**src/rtl/serial_bit_tx_if.sv**
```systemverilog
// serial_bit_tx_if: word handshake in, serial d/en stream and status out
interface serial_bit_tx_if #(parameter int WIDTH = 8);
    logic             in_valid;
    logic [WIDTH-1:0] in_data;
    logic             in_ready;
    logic             d;
    logic             en;
    logic             busy;
    logic             done;
    modport master (output in_valid, in_data, input in_ready, d, en, busy, done);
    modport slave (input in_valid, in_data, output in_ready, d, en, busy, done);
endinterface

```
**src/rtl/serial_bit_tx.sv**
```systemverilog
// serial_bit_tx: accepts a word on valid/ready and shifts it out one bit per BIT_CYCLES clocks
module serial_bit_tx #(
    parameter int WIDTH      = 8,
    parameter int BIT_CYCLES = 1,
    parameter int LSB_FIRST  = 1
) (
    input logic            clk,
    input logic            rst,
    serial_bit_tx_if.slave bus
);
    localparam int BW = $clog2(WIDTH);
    localparam int CW = $clog2(BIT_CYCLES) + 1;
    localparam logic [BW-1:0] bit_last = BW'(WIDTH - 1);
    localparam logic [CW-1:0] cyc_last = CW'(BIT_CYCLES - 1);
    typedef enum logic {IDLE, SHIFT} state_t;
    state_t state, state_n;
    logic [WIDTH-1:0] sr, sr_n, src;
    logic [BW-1:0] bit_cnt, bit_n;
    logic [CW-1:0] cyc_cnt, cyc_n;
    logic ready_q, d_q, en_q, busy_q, done_q;
    logic ready_n, d_n, en_n, busy_n, done_n;
    logic take, last_cyc;
    assign take     = state == IDLE && bus.in_valid && ready_q;
    assign last_cyc = cyc_cnt == cyc_last;
    assign src      = state == IDLE ? bus.in_data : sr;
    // state and registered outputs
    always_ff @(posedge clk) begin
        if (rst) begin
            state   <= IDLE;
            sr      <= '0;
            bit_cnt <= '0;
            cyc_cnt <= '0;
            ready_q <= 1'b1;
            d_q     <= 1'b0;
            en_q    <= 1'b0;
            busy_q  <= 1'b0;
            done_q  <= 1'b0;
        end else begin
            state   <= state_n;
            sr      <= sr_n;
            bit_cnt <= bit_n;
            cyc_cnt <= cyc_n;
            ready_q <= ready_n;
            d_q     <= d_n;
            en_q    <= en_n;
            busy_q  <= busy_n;
            done_q  <= done_n;
        end
    end
    // next state: load on handshake, hold each bit, advance or finish on the last cycle of a bit
    always_comb begin
        state_n = state;
        sr_n    = sr;
        bit_n   = bit_cnt;
        cyc_n   = cyc_cnt;
        ready_n = state == IDLE && !take;
        d_n     = 1'b0;
        en_n    = 1'b0;
        busy_n  = 1'b0;
        done_n  = 1'b0;
        if (take || (state == SHIFT && last_cyc && bit_cnt != bit_last)) begin
            state_n = SHIFT;
            d_n     = LSB_FIRST != 0 ? src[0] : src[WIDTH-1];
            sr_n    = LSB_FIRST != 0 ? src >> 1 : src << 1;
            bit_n   = take ? '0 : bit_cnt + 1'b1;
            cyc_n   = '0;
            en_n    = 1'b1;
            busy_n  = 1'b1;
        end else if (state == SHIFT && last_cyc) begin
            state_n = IDLE;
            sr_n    = '0;
            bit_n   = '0;
            cyc_n   = '0;
            ready_n = 1'b1;
            done_n  = 1'b1;
        end else if (state == SHIFT) begin
            cyc_n   = cyc_cnt + 1'b1;
            d_n     = d_q;
            busy_n  = 1'b1;
        end
    end
    assign bus.in_ready = ready_q;
    assign bus.d        = d_q;
    assign bus.en       = en_q;
    assign bus.busy     = busy_q;
    assign bus.done     = done_q;
endmodule

```
**src/flat_wrapper.sv**
```systemverilog
// flat-port wrapper written by rule: the top's interface ports become plain ports
module serial_bit_tx_flat 
#(
    parameter int WIDTH      = 8,
    parameter int BIT_CYCLES = 1,
    parameter int LSB_FIRST  = 1
)
  (clk, rst, bus_in_valid, bus_in_data, bus_in_ready, bus_d, bus_en, bus_busy, bus_done);
  serial_bit_tx_if #(.WIDTH(WIDTH)) bus_i ();
  input logic clk;
  input logic rst;
  input wire logic [$bits(bus_i.in_valid)-1:0] bus_in_valid;
  input wire logic [$bits(bus_i.in_data)-1:0] bus_in_data;
  output wire logic [$bits(bus_i.in_ready)-1:0] bus_in_ready;
  output wire logic [$bits(bus_i.d)-1:0] bus_d;
  output wire logic [$bits(bus_i.en)-1:0] bus_en;
  output wire logic [$bits(bus_i.busy)-1:0] bus_busy;
  output wire logic [$bits(bus_i.done)-1:0] bus_done;
  assign bus_i.in_valid = bus_in_valid;
  assign bus_i.in_data = bus_in_data;
  assign bus_in_ready = bus_i.in_ready;
  assign bus_d = bus_i.d;
  assign bus_en = bus_i.en;
  assign bus_busy = bus_i.busy;
  assign bus_done = bus_i.done;
  serial_bit_tx #(.WIDTH(WIDTH), .BIT_CYCLES(BIT_CYCLES), .LSB_FIRST(LSB_FIRST)) u_core (.clk(clk), .rst(rst), .bus(bus_i));
endmodule
```
**config.mk**
```make
export PLATFORM = sky130hd
export DESIGN_NAME = serial_bit_tx_flat
export DESIGN_NICKNAME = d
export VERILOG_FILES = /design/src/rtl/serial_bit_tx_if.sv /design/src/rtl/serial_bit_tx.sv /design/src/flat_wrapper.sv
export SDC_FILE = /design/constraint.sdc
export NUM_CORES = 1
export LEC_CHECK = 0
export ABC_AREA = 1
export CORE_MARGIN = 2
export CORE_UTILIZATION = 45
export DETAILED_ROUTE_END_ITERATION = 7
export PLACE_DENSITY = 0.71
export SLEW_MARGIN = 20
export SYNTH_ARGS = -nofsm -noshare
export SYNTH_HDL_FRONTEND = slang
export SYNTH_SLANG_ARGS = --single-unit
export TNS_END_PERCENT = 5
```
**constraint.sdc**
```tcl
create_clock -name clk -period 2.1 [get_ports clk]
set_input_delay 0.315 -clock clk [delete_from_list [all_inputs] [get_ports clk]]
set_output_delay 0.315 -clock clk [all_outputs]
set_load 0.05 [all_outputs]
```
# == After elaboration in Yosys (flattened, before gate mapping) ==
# Index checks and enable logic that the tools add are counted.
# totals
regBits,17
# op_classes
mux,18
eq_ne,2
n_bitwise,2
add_sub_neg,2
reduce_logical,10
# op_table
operator,count
$mux 7,2
$mux 1,12
$mux 3,3
$mux 8,1
$ne 3x3->1 const B,2
$logic_and 1x1->1,5
$add 3x1->3 const B,1
$reduce_or 3->1,1
$not 1->1,2
$reduce_bool 2->1,1
$reduce_or 2->1,1
$add 1x1->1 const B,1
$logic_not 1->1,1
$logic_or 1x1->1,1

# == Longest topological paths before layout ==
# Gate-level depths: netlist of run 1.
# logic_depth
ltp_word,7
ltp_mapped,8
mapped_depth_nobuf,7

# == Least setup slack after synthesis of run 1 ==
# Ideal clock, no wire load.
# synth_path
kind,register -> register
from,reg u_core.bit_cnt[0]
to,reg u_core.bit_cnt[2]
t_required_ns,2.041
path_slack_ns,0.867
stages_incl_launch_ff,9
setup_ns,0.059
arrival_ns,1.174
n_path_buf,1
cell_sequence,dfxtp_1 ha_1 ha_1 inv_1 nand3_1 nand2_4 buf_12 nand3_2 nand2_1
# synth_between
elab_chain_len,4
word_cells_on_any_way,7
# synth_rtl
element,line_no,text
"start, declared",serial_bit_tx.sv:18,"logic [BW-1:0] bit_cnt, bit_n;"
"start signal, assigned",serial_bit_tx.sv:41,bit_cnt <= bit_n;
"parallel branches: the longest is 4 deep, another holds $add 3x1->3",--,
# Several ways; the timed one is not identified.
# A chain may end at the register's enable or synchronous reset.

# == Worst setup path in the final report of run 1 ==
# layout_path
from,reg u_core.ready_q (netlist: u_core.bus.in_ready)
to,out bus_in_ready
# layout_lines
element,line_no,text
"start, declared",serial_bit_tx.sv:20,"logic ready_q, d_q, en_q, busy_q, done_q;"
"start signal, assigned",serial_bit_tx.sv:43,ready_q <= ready_n;
"end, declared",flat_wrapper.sv:14,output wire logic [$bits(bus_i.in_ready)-1:0] bus_in_ready;
# No word-level cell between the ends.

==> out/qor.txt, run 1 <==
CP startpoint kind = register
r2r endpoint = u_core.bus.busy$_SDFF_PP0_
final worst-path cycle share = 85.34%
mapped cell area = 827.0 µm²
Setup Crit Path Kind = register to output pin
DR pass1 iterations = 4
Clock Sinks = 17
# DRC = 0
setup slack, reg-to-reg = 0.74 ns
Placement Rows = 15
mean post-synth cell area = 7.952 µm²
CP max-delay cell = clkdlybuf4s50_1
die width = 46.87 µm
cts bufs inserted = 3
Worst R2R Path Depth = 7
clk buf depth = 2
Adder-Cell Fraction of Synth Area = 3.026%
Synth Area in Compound Gates = 1.210%
commonest non-fill, non-tap cells in the layout = nand2_1, dfxtp_1, clkdlybuf4s50_1
worst r2r src = u_core.bit_cnt[0]$_SDFFE_PP0P_
vias per cell = 4.833
crit path buf inv count = 1
Worst Tran Pin Value = 0.4910 ns
post-synthesis register bit count = 17
pin count of the biggest net entering global routing = 24
Area growth, synth to finish = 21.33%
Crit path depth = 1
Worst Hold Class = register to register
fin cells = 144
DP HPWL = 1103 µm
Clock Latency Late Sink = 0.28 ns
vias in the first global route = 620
biggest area consumer among synthesized cells = dfxtp_1
most common cell after layout, fill and taps aside = nand2_1
Slew headroom = 67.17%
core area = 1727 µm²
Setup violations, final = 0
Crit. End Element = output pin
worst-path maximum fanout = 2
post-layout min period = 1.792 ns
Synth Area in XOR/XNOR = 0%
PortBufs = 15
Placed Cells = 140
CP required = 1.78 ns
fin. max-slew vios = 0
final wirelength = 1520 µm
Worst VDD drop = 336.6 µV
pre-CTS setup slack = 0.6051 ns
status = complete, no violations
Fmax = 558.0 MHz
Post-Synthesis Net Count = 117
n_diodes = 0
fill count = 184
Hold Path Stages = 2
Hold EP = u_core.bus.d$_SDFFE_PP0P_
post-synthesis cell type count = 17
first-pass GRT wire length = 2504 µm
Post-CTS Hold Buffers = 0
Post-Synthesis Cells = 104
Crit path largest cell delay = 0.81 ns
Die Y = 46.87 µm
mux contribution to synthesized area = 0%
hold_sp = u_core.bus.d$_SDFFE_PP0P_
Root Buffer = clkbuf_4
Vias = 696
Max Cap Viol = 0
Setup Skew = 0.003672 ns
final worst slack = 0.3079 ns
CP arrival = 1.48 ns
Ys Warns = 0
die area = 2197 µm²
CTS tree = yes
Post-DRT Antenna Nets = 0
Clock Pin Slew Worst Setup and Hold Paths = 0.10 ns
Total GRT Usage = 16.00%
worst-path cell chain = clkdlybuf4s50_1
register area share after synthesis = 41.15%
Ports = 16
setup bufs post-CTS = 0
Synth Area in Simple Gates = 45.23%
Leak = 0.4582 nW
share of the synthesized area in the top cell type = 41.15%
1st-iter DRT viols = 19
RSZ-0062 raised after global routing = no
largest family of logic cells by synthesized area = simple AND/OR/NAND/NOR gates
Initial Util = 47.90%
WL per Instance = 10.56 µm
cell family with most CP delay = buffers and inverters
fin nets = 133
PwrDens = 698.9 nW/µm²
H-tree level count = 1
Gates resized, CTS repair = 0
routability cong. = 0.7427
setup TNS = 0 ns
initial antenna violation count = 0
Final Hold Fails = 0
GRT overflow = 0
Synth area leaders = dfxtp_1, nand2_1, nand3_2
share of cells above drive strength 1 = 15.97%
[per-stage QoR]
| stage | utilization [%] | hold WS (ns) | cell area (µm²) | power, mW |
|---|---|---|---|---|
| final | 58.12 | 0.4778 | 1003 | 0.7013 |
| after global routing | 58.12 | 0.5099 | 1003 | 0.7376 |
| after CTS | 58.12 | 0.4802 | 1003 | 0.7094 |
| after detailed placement | 56.52 | 0.4652 | 975.9 | 0.5390 |
| after global placement | 56.52 | 0.4573 | 975.9 | 0.5348 |
| after floorplan | - | 0.3841 | 827.0 | 0.4993 |
[synthesized netlist by cell type]
| cell | instances |
|---|---|
| nand3_2 | 10 |
| ha_1 | 2 |
| nand4_1 | 9 |
| inv_1 | 7 |
| buf_12 | 1 |
| nor3_1 | 2 |
| nand3_4 | 1 |
| nor2_1 | 8 |
| a21oi_1 | 1 |
| buf_4 | 1 |
| nand2_4 | 1 |
| inv_2 | 1 |
| nand2_1 | 33 |
| dfxtp_1 | 17 |
| buf_2 | 4 |
| o21ai_0 | 1 |
| nand3_1 | 5 |
[flip-flops by register name (all words and copies together), names as in the netlist]
| name | cells |
|---|---|
| u_core.bus.in_ready | 1 |
| u_core.bus.d | 1 |
| u_core.bus.done | 1 |
| u_core.sr | 7 |
| u_core.cyc_cnt | 1 |
| u_core.bus.en | 1 |
| u_core.state | 1 |
| u_core.bus.busy | 1 |
| u_core.bit_cnt | 3 |
[per-layer routing]
layer	wire, µm	GRT usage (%)
met5	0	0
met2	682	26.30
met3	61	3.462
met4	12	6.667
met1	764	20.28
[area by class of cell]
type | instances | area (µm²) | share of cell area [%]
Multi-Input combinational cell | 73 | 409.1 | 40.77
Sequential cell | 17 | 340.3 | 33.92
Timing Repair Buffer | 17 | 165.2 | 16.46
Tap cell | 25 | 31.28 | 3.117
Inverter | 8 | 30.03 | 2.993
Clock buffer | 3 | 22.52 | 2.244
Clock inverter | 1 | 5.005 | 0.4988
[worst max-delay path by stage]
stage | start | endpoint | slack (ns)
after floorplan | u_core.bit_cnt[0]$_SDFFE_PP0P_ | u_core.bit_cnt[2]$_SDFFE_PP0P_ | 0.87
after global placement | bus_in_valid | u_core.bus.in_ready$_SDFF_PP1_ | 0.62
after detailed placement | bus_in_valid | u_core.bus.busy$_SDFF_PP0_ | 0.61
after CTS | u_core.bus.in_ready$_SDFF_PP1_ | bus_in_ready | 0.29
after global routing | u_core.bus.in_ready$_SDFF_PP1_ | bus_in_ready | 0.26
final | u_core.bus.in_ready$_SDFF_PP1_ | bus_in_ready | 0.31
[power breakdown]
| part | internal [mW] | total (mW) | switching [mW] | leakage (nW) |
|---|---|---|---|---|
| sequential | 0.348 | 0.364 | 0.0163 | 0.139 |
| clock | 0.0707 | 0.172 | 0.101 | 0.0177 |
| combinational | 0.0606 | 0.165 | 0.105 | 0.301 |
[kinds of logic after synthesis]
family | count (synthesis)
AOI/OAI and AO/OA | 2
DFF | 17
buffers and inverters | 14
adders and majority gates | 2
and+or+nand+nor | 69
(Power assumes the default switching activity.)
==> run 2: changes to the inputs <==
--- a/config.mk
+++ b/config.mk
@@ -8,6 +8,7 @@
 export ABC_AREA = 1
 export CORE_MARGIN = 2
 export CORE_UTILIZATION = 45
+export CTS_BUF_LIST = sky130_fd_sc_hd__clkbuf_16
 export DETAILED_ROUTE_END_ITERATION = 7
 export PLACE_DENSITY = 0.71
 export SLEW_MARGIN = 20
==> run 2 against run 1 <==
  * Critical path depth unchanged
  * Sequential share of layout area shrank 1.7 points
  * Clock-buffer cell count stayed put
  * Wire length up 3.9%
  * Power grew 29%
  * Final area up 5.2%
  * Critical endpoint unchanged
==> out/qor.txt, run 2 (synthesis results as in run 1) <==
status = complete, no violations
WL per Instance = 10.97 µm (+3.9%)
Reg power frac = 40.3% (-12 points)
1st-iter DRT viols = 16 (-3)
CP arrival = 1.42 ns (-0.06 ns)
vias per cell = 4.875 (+0.86%)
setup bufs post-CTS = 0 (unchanged)
commonest non-fill, non-tap cells in the layout = nand2_1, dfxtp_1, clkdlybuf4s50_1
biggest regs = u_core.sr (7), u_core.bit_cnt (3)
Final Hold Fails = 0 (unchanged)
Worst VDD drop = 548.2 µV (+63%)
die width = 46.87 µm (unchanged)
crit path buf inv count = 1 (unchanged)
CP required = 1.78 ns (about the same)
CP max-delay cell = clkdlybuf4s50_1
clk buf depth = 2 (unchanged)
fin cells = 144 (unchanged)
vias in the first global route = 620 (unchanged)
final worst-path cycle share = 82.59% (-2.7 points)
GRT overflow = 0 (unchanged)
Post-CTS Hold Buffers = 0 (unchanged)
Total GRT Usage = 16.38% (+0.38 points)
Final Util = 61.16% (+3.0 points)
worst-path cell chain = clkdlybuf4s50_1
Clock Sinks = 17 (unchanged)
DP HPWL = 1103 µm (unchanged)
pin count of the biggest net entering global routing = 24 (unchanged)
CP startpoint kind = register
fin. max-slew vios = 0 (unchanged)
RSZ-0062 raised after global routing = no
post-layout min period = 1.734 ns (-0.05772 ns)
Fmax = 576.6 MHz (+3.3%)
PortBufs = 15 (unchanged)
die area = 2197 µm² (unchanged)
cell-internal power = 0.6639 mW (+39%)
Seq. cell area = 340.3 µm² (unchanged)
Die Y = 46.87 µm (unchanged)
Initial Util = 47.90% (unchanged)
Ports = 16 (unchanged)
most common cell after layout, fill and taps aside = nand2_1
pre-CTS setup slack = 0.6051 ns (unchanged)
Worst Hold Class = register to register
setup TNS = 0 ns (unchanged)
routability cong. = 0.7427 (unchanged)
Root Buffer = clkbuf_16
Placed Cells = 140 (unchanged)
multi-input logic area = 409.1 µm² (unchanged)
n_diodes = 0 (unchanged)
DR pass1 iterations = 4 (unchanged)
fin nets = 133 (unchanged)
final worst slack = 0.3656 ns (+0.05772 ns)
Reg with most FFs = u_core.sr
Largest register FFs = 7 (unchanged)
Gate power share = 18.4% (-5.2 points)
cts bufs inserted = 3 (unchanged)
Psw = 0.2423 mW (+9.1%)
initial antenna violation count = 0 (unchanged)
Fin Hold WS = 0.4712 ns (-0.006566 ns)
Clk pwr share = 41.3% (+17 points)
PwrDens = 858.2 nW/µm² (+23%)
core area = 1727 µm² (unchanged)
Worst Tran Pin Value = 0.4910 ns (+0.000001311 ns)
fill count = 171 (-7.1%)
Placement Rows = 15 (unchanged)
Max Cap Viol = 0 (unchanged)
final wirelength = 1580 µm (+3.9%)
Power, Total = 0.9063 mW (+29%)
Setup Skew = 0.002298 ns (-0.001374 ns)
H-tree level count = 1 (unchanged)
Slew headroom = 67.17% (about the same)
Setup violations, final = 0 (unchanged)
Clock Latency Late Sink = 0.24 ns (-0.04 ns)
Setup Crit Path Kind = register to output pin
Area growth, synth to finish = 27.69%
CTS tree = yes
switching share of power = 26.74% (-4.9 points)
worst-path maximum fanout = 2 (unchanged)
Gates resized, CTS repair = 0 (unchanged)
Vias = 702 (+0.86%)
Clock Pin Slew Worst Setup and Hold Paths = 0.05 ns (-0.05 ns)
Crit path largest cell delay = 0.81 ns (about the same)
Crit. End Element = output pin
# DRC = 0 (unchanged)
Leak = 0.4814 nW (+5.1%)
cell family with most CP delay = buffers and inverters
share of cells above drive strength 1 = 15.97% (unchanged)
Post-DRT Antenna Nets = 0 (unchanged)
Final Cell Area = 1056 µm² (+5.2%)
first-pass GRT wire length = 2559 µm (+2.2%)
Area after DPL = 975.9 µm² (unchanged)
## run 2: changes by cell type in the layout (fill, tap and decap cells not counted)
cell | previous run | this run
clkbuf_4 | 3 | 0
clkbuf_16 | 0 | 3
## run 2: layer usage
| metal | vias up | wire, µm | track usage (%) |
|---|---|---|---|
| met1 | 311 | 782 | 20.94 |
| met5 | - | 0 | 0 |
| li1 | 372 | - | - |
| met3 | 2 | 60 | 3.462 |
| met2 | 17 | 726 | 26.85 |
| met4 | 0 | 10 | 6.667 |
## run 2: power groups by stage
stage | Combinational, mW | Clock (mW) | Sequential, mW
global placement | 0.164 | 0 | 0.371
floorplan | 0.107 | 0 | 0.393
global route | 0.182 | 0.392 | 0.368
detailed placement | 0.167 | 0 | 0.372
CTS | 0.168 | 0.380 | 0.365
finish | 0.166 | 0.375 | 0.365
## run 2: final cells by class
cell class              instances  share of cell area (%)
multi-input cells              73                   38.74
flip-flops and latches         17                   32.23
repair buffers                 17                   15.64
clock buffers                   3                   7.109
well taps                      25                   2.962
inverters                       8                   2.844
clock inverters                 1                  0.4739
## run 2: worst paths after layout
path | end | cells past startpoint | start | slack [ns]
worst min register to register | u_core.bus.d$_SDFFE_PP0P_ | 2 | u_core.bus.d$_SDFFE_PP0P_ | 0.47
worst min-delay path | u_core.bus.d$_SDFFE_PP0P_ | 2 | u_core.bus.d$_SDFFE_PP0P_ | 0.47
worst max register to register | u_core.bus.busy$_SDFF_PP0_ | 7 | u_core.bit_cnt[0]$_SDFFE_PP0P_ | 0.75
worst max-delay path | bus_in_ready | 1 | u_core.bus.in_ready$_SDFF_PP1_ | 0.37
==> run 3: changes to the inputs <==
--- a/config.mk
+++ b/config.mk
@@ -7,10 +7,10 @@
 export LEC_CHECK = 0
 export ABC_AREA = 1
 export CORE_MARGIN = 2
-export CORE_UTILIZATION = 45
+export CORE_UTILIZATION = 44
 export CTS_BUF_LIST = sky130_fd_sc_hd__clkbuf_16
 export DETAILED_ROUTE_END_ITERATION = 7
-export PLACE_DENSITY = 0.71
+export PLACE_DENSITY = 0.72
 export SLEW_MARGIN = 20
 export SYNTH_ARGS = -nofsm -noshare
 export SYNTH_HDL_FRONTEND = slang
==> constraint.sdc (replaced) <==
create_clock -name clk -period 1.44 [get_ports clk]
set_input_delay 0.216 -clock clk [delete_from_list [all_inputs] [get_ports clk]]
set_output_delay 0.216 -clock clk [all_outputs]
set_load 0.05 [all_outputs]
==> run 3 against run 2 <==
  * Worst setup slack got worse by 0.25 ns
  * Die area is 2.1% higher
  * Register-to-register slack lost 0.63 ns
  * Non-clock buffer count grew 4
  * Hold slack improved by 0.0025 ns
  * Power up 49%
  * Sequential share of layout area down 2.0 points
  * Via count increased by 2.4%
  * Combinational power up 69%
  * Clock power increased by 43%
  * Largest cell class unchanged
  * Highest routed layer unchanged
==> out/qor.txt, run 3 (synthesis results as in run 1) <==
status = complete, no violations
# DRC = 0 (unchanged)
final wirelength = 1679 µm (+6.3%)
setup slack, reg-to-reg = 0.12 ns (-0.63 ns)
setup TNS = 0 ns (unchanged)
clk buf depth = 2 (unchanged)
Hold EP = u_core.sr[0]$_SDFFE_PP0P_
core area = 1745 µm² (+1.1%)
final worst-path cycle share = 91.71%
CTS tree = yes
pre-CTS setup slack = 0.09825 ns (-0.5069 ns)
die area = 2243 µm² (+2.1%)
PortBufs = 15 (unchanged)
Die Y = 47.36 µm (+1.0%)
Initial Util = 47.38% (-0.52 points)
Gates resized, CTS repair = 0 (unchanged)
RSZ-0062 raised after global routing = no
die width = 47.36 µm (+1.0%)
GRT overflow = 0 (unchanged)
WL per Instance = 11.27 µm (+2.7%)
vias in the first global route = 636 (+2.6%)
biggest regs = u_core.sr (7), u_core.bit_cnt (3)
hold_sp = u_core.sr[0]$_SDFFE_PP0P_
DR pass1 iterations = 4 (unchanged)
Worst Hold Class = register to register
Worst VDD drop = 738.0 µV (+35%)
Placement Rows = 15 (unchanged)
Max Cap Viol = 0 (unchanged)
pin count of the biggest net entering global routing = 24 (unchanged)
PwrDens = 1200 nW/µm² (+40%)
first-pass GRT wire length = 2539 µm (-0.78%)
Crit. End Element = register
1st-iter DRT viols = 19 (+3)
fin nets = 138 (+3.8%)
worst-path maximum fanout = 7 (+5)
most common cell after layout, fill and taps aside = nand2_1
Clock Sinks = 17 (unchanged)
post-layout min period = 1.321 ns
Root Buffer = clkbuf_16
Fmax = 757.2 MHz
Reg with most FFs = u_core.sr
Leak = 0.5304 nW (+10%)
Clock Pin Slew Worst Setup and Hold Paths = 0.05 ns (about the same)
cts bufs inserted = 3 (unchanged)
Post-CTS Hold Buffers = 0 (unchanged)
Fin Hold WS = 0.4737 ns (+0.002484 ns)
r2r endpoint = u_core.state$_SDFFE_PP0P_
fin. max-slew vios = 0 (unchanged)
DP HPWL = 1205 µm (+9.2%)
Largest register FFs = 7 (unchanged)
worst r2r src = u_core.bit_cnt[0]$_SDFFE_PP0P_
Final Util = 64.52% (+3.4 points)
n_diodes = 0 (unchanged)
Worst R2R Path Depth = 7 (unchanged)
initial antenna violation count = 0 (unchanged)
commonest non-fill, non-tap cells in the layout = nand2_1, dfxtp_1, nand3_2
Total GRT Usage = 16.22% (-0.15 points)
vias per cell = 4.826 (-1.0%)
Worst Tran Pin Value = 0.3923 ns (-0.09869 ns)
Vias = 719 (+2.4%)
CP required = 1.62 ns (-0.16 ns)
CP arrival = 1.50 ns (+0.08 ns)
Ports = 16 (unchanged)
setup bufs post-CTS = 0 (unchanged)
CP startpoint kind = register
final worst slack = 0.1194 ns (-0.2462 ns)
Slew headroom = 73.78% (+6.6 points)
H-tree level count = 1 (unchanged)
Clock Latency Late Sink = 0.24 ns (about the same)
Setup Skew = 0.001241 ns (-0.001057 ns)
Setup Crit Path Kind = register to register
Area growth, synth to finish = 36.16%
Hold Path Stages = 2 (unchanged)
Post-DRT Antenna Nets = 0 (unchanged)
Final Hold Fails = 0 (unchanged)
share of cells above drive strength 1 = 23.39% (+7.4 points)
Setup violations, final = 0 (unchanged)
routability cong. = 0.7617 (+2.6%)
run 3: cell count changes in the layout (fill, tap and decap cells not counted), sizes merged:
cell           change
buf                +9
clkdlybuf4s50      -5
clkinv             -1
inv                +1
nand2              +1
run 3: per-stage QoR:
stage	std cells	power, mW	cell area (µm²)
after floorplan	104	0.7282	827.0
after global placement	144	0.8076	1031
after detailed placement	144	0.8158	1031
after CTS	148	1.348	1110
after global routing	149	1.417	1126
final	149	1.352	1126
run 3: worst max-delay path, cell delays in order, from the launching register on:
cell     delay [ns]
dfxtp_1        0.32
ha_1           0.20
ha_1           0.17
inv_1          0.08
nand3_2        0.16
nand2_4        0.18
nor2_1         0.07
nor2_1         0.08
run 3: final cells by class:
cell class                      count  area [µm²]
Fill cell                         157       619.3
Multi-Input combinational cell     74       425.4
Sequential cell                    17       340.3
Timing Repair Buffer               21       220.2
Clock buffer                        3       75.07
Tap cell                           25       31.28
Inverter                            8       30.03
Clock inverter                      1       3.754
run 3: layer usage:
metal | up-vias | wire length, µm | GRT usage [%] | part of all wire [%]
li1 | 383 | - | - | -
met1 | 319 | 780 | 19.21 | 46
met2 | 15 | 816 | 27.84 | 49
met3 | 2 | 66 | 3.846 | 3.9
met4 | 0 | 14 | 6.667 | 0.83
met5 | - | 0 | 0 | 0
run 3: how the worst max path moves through the flow:
stage	slack, ns	start	cells past startpoint	endpoint
after detailed placement	0.1	bus_in_valid	5	u_core.state$_SDFFE_PP0P_
after floorplan	0.21	u_core.bit_cnt[0]$_SDFFE_PP0P_	8	u_core.bit_cnt[2]$_SDFFE_PP0P_
after global placement	0.12	bus_in_valid	5	u_core.bus.busy$_SDFF_PP0_
after CTS	0.09	u_core.bit_cnt[0]$_SDFFE_PP0P_	7	u_core.state$_SDFFE_PP0P_
after global routing	0.02	u_core.bit_cnt[0]$_SDFFE_PP0P_	7	u_core.bus.busy$_SDFF_PP0_
final	0.12	u_core.bit_cnt[0]$_SDFFE_PP0P_	7	u_core.state$_SDFFE_PP0P_
run 3: report_power, final:
part,internal (mW),switching [mW]
clock,0.368,0.167
combinational,0.115,0.165
sequential,0.509,0.0277
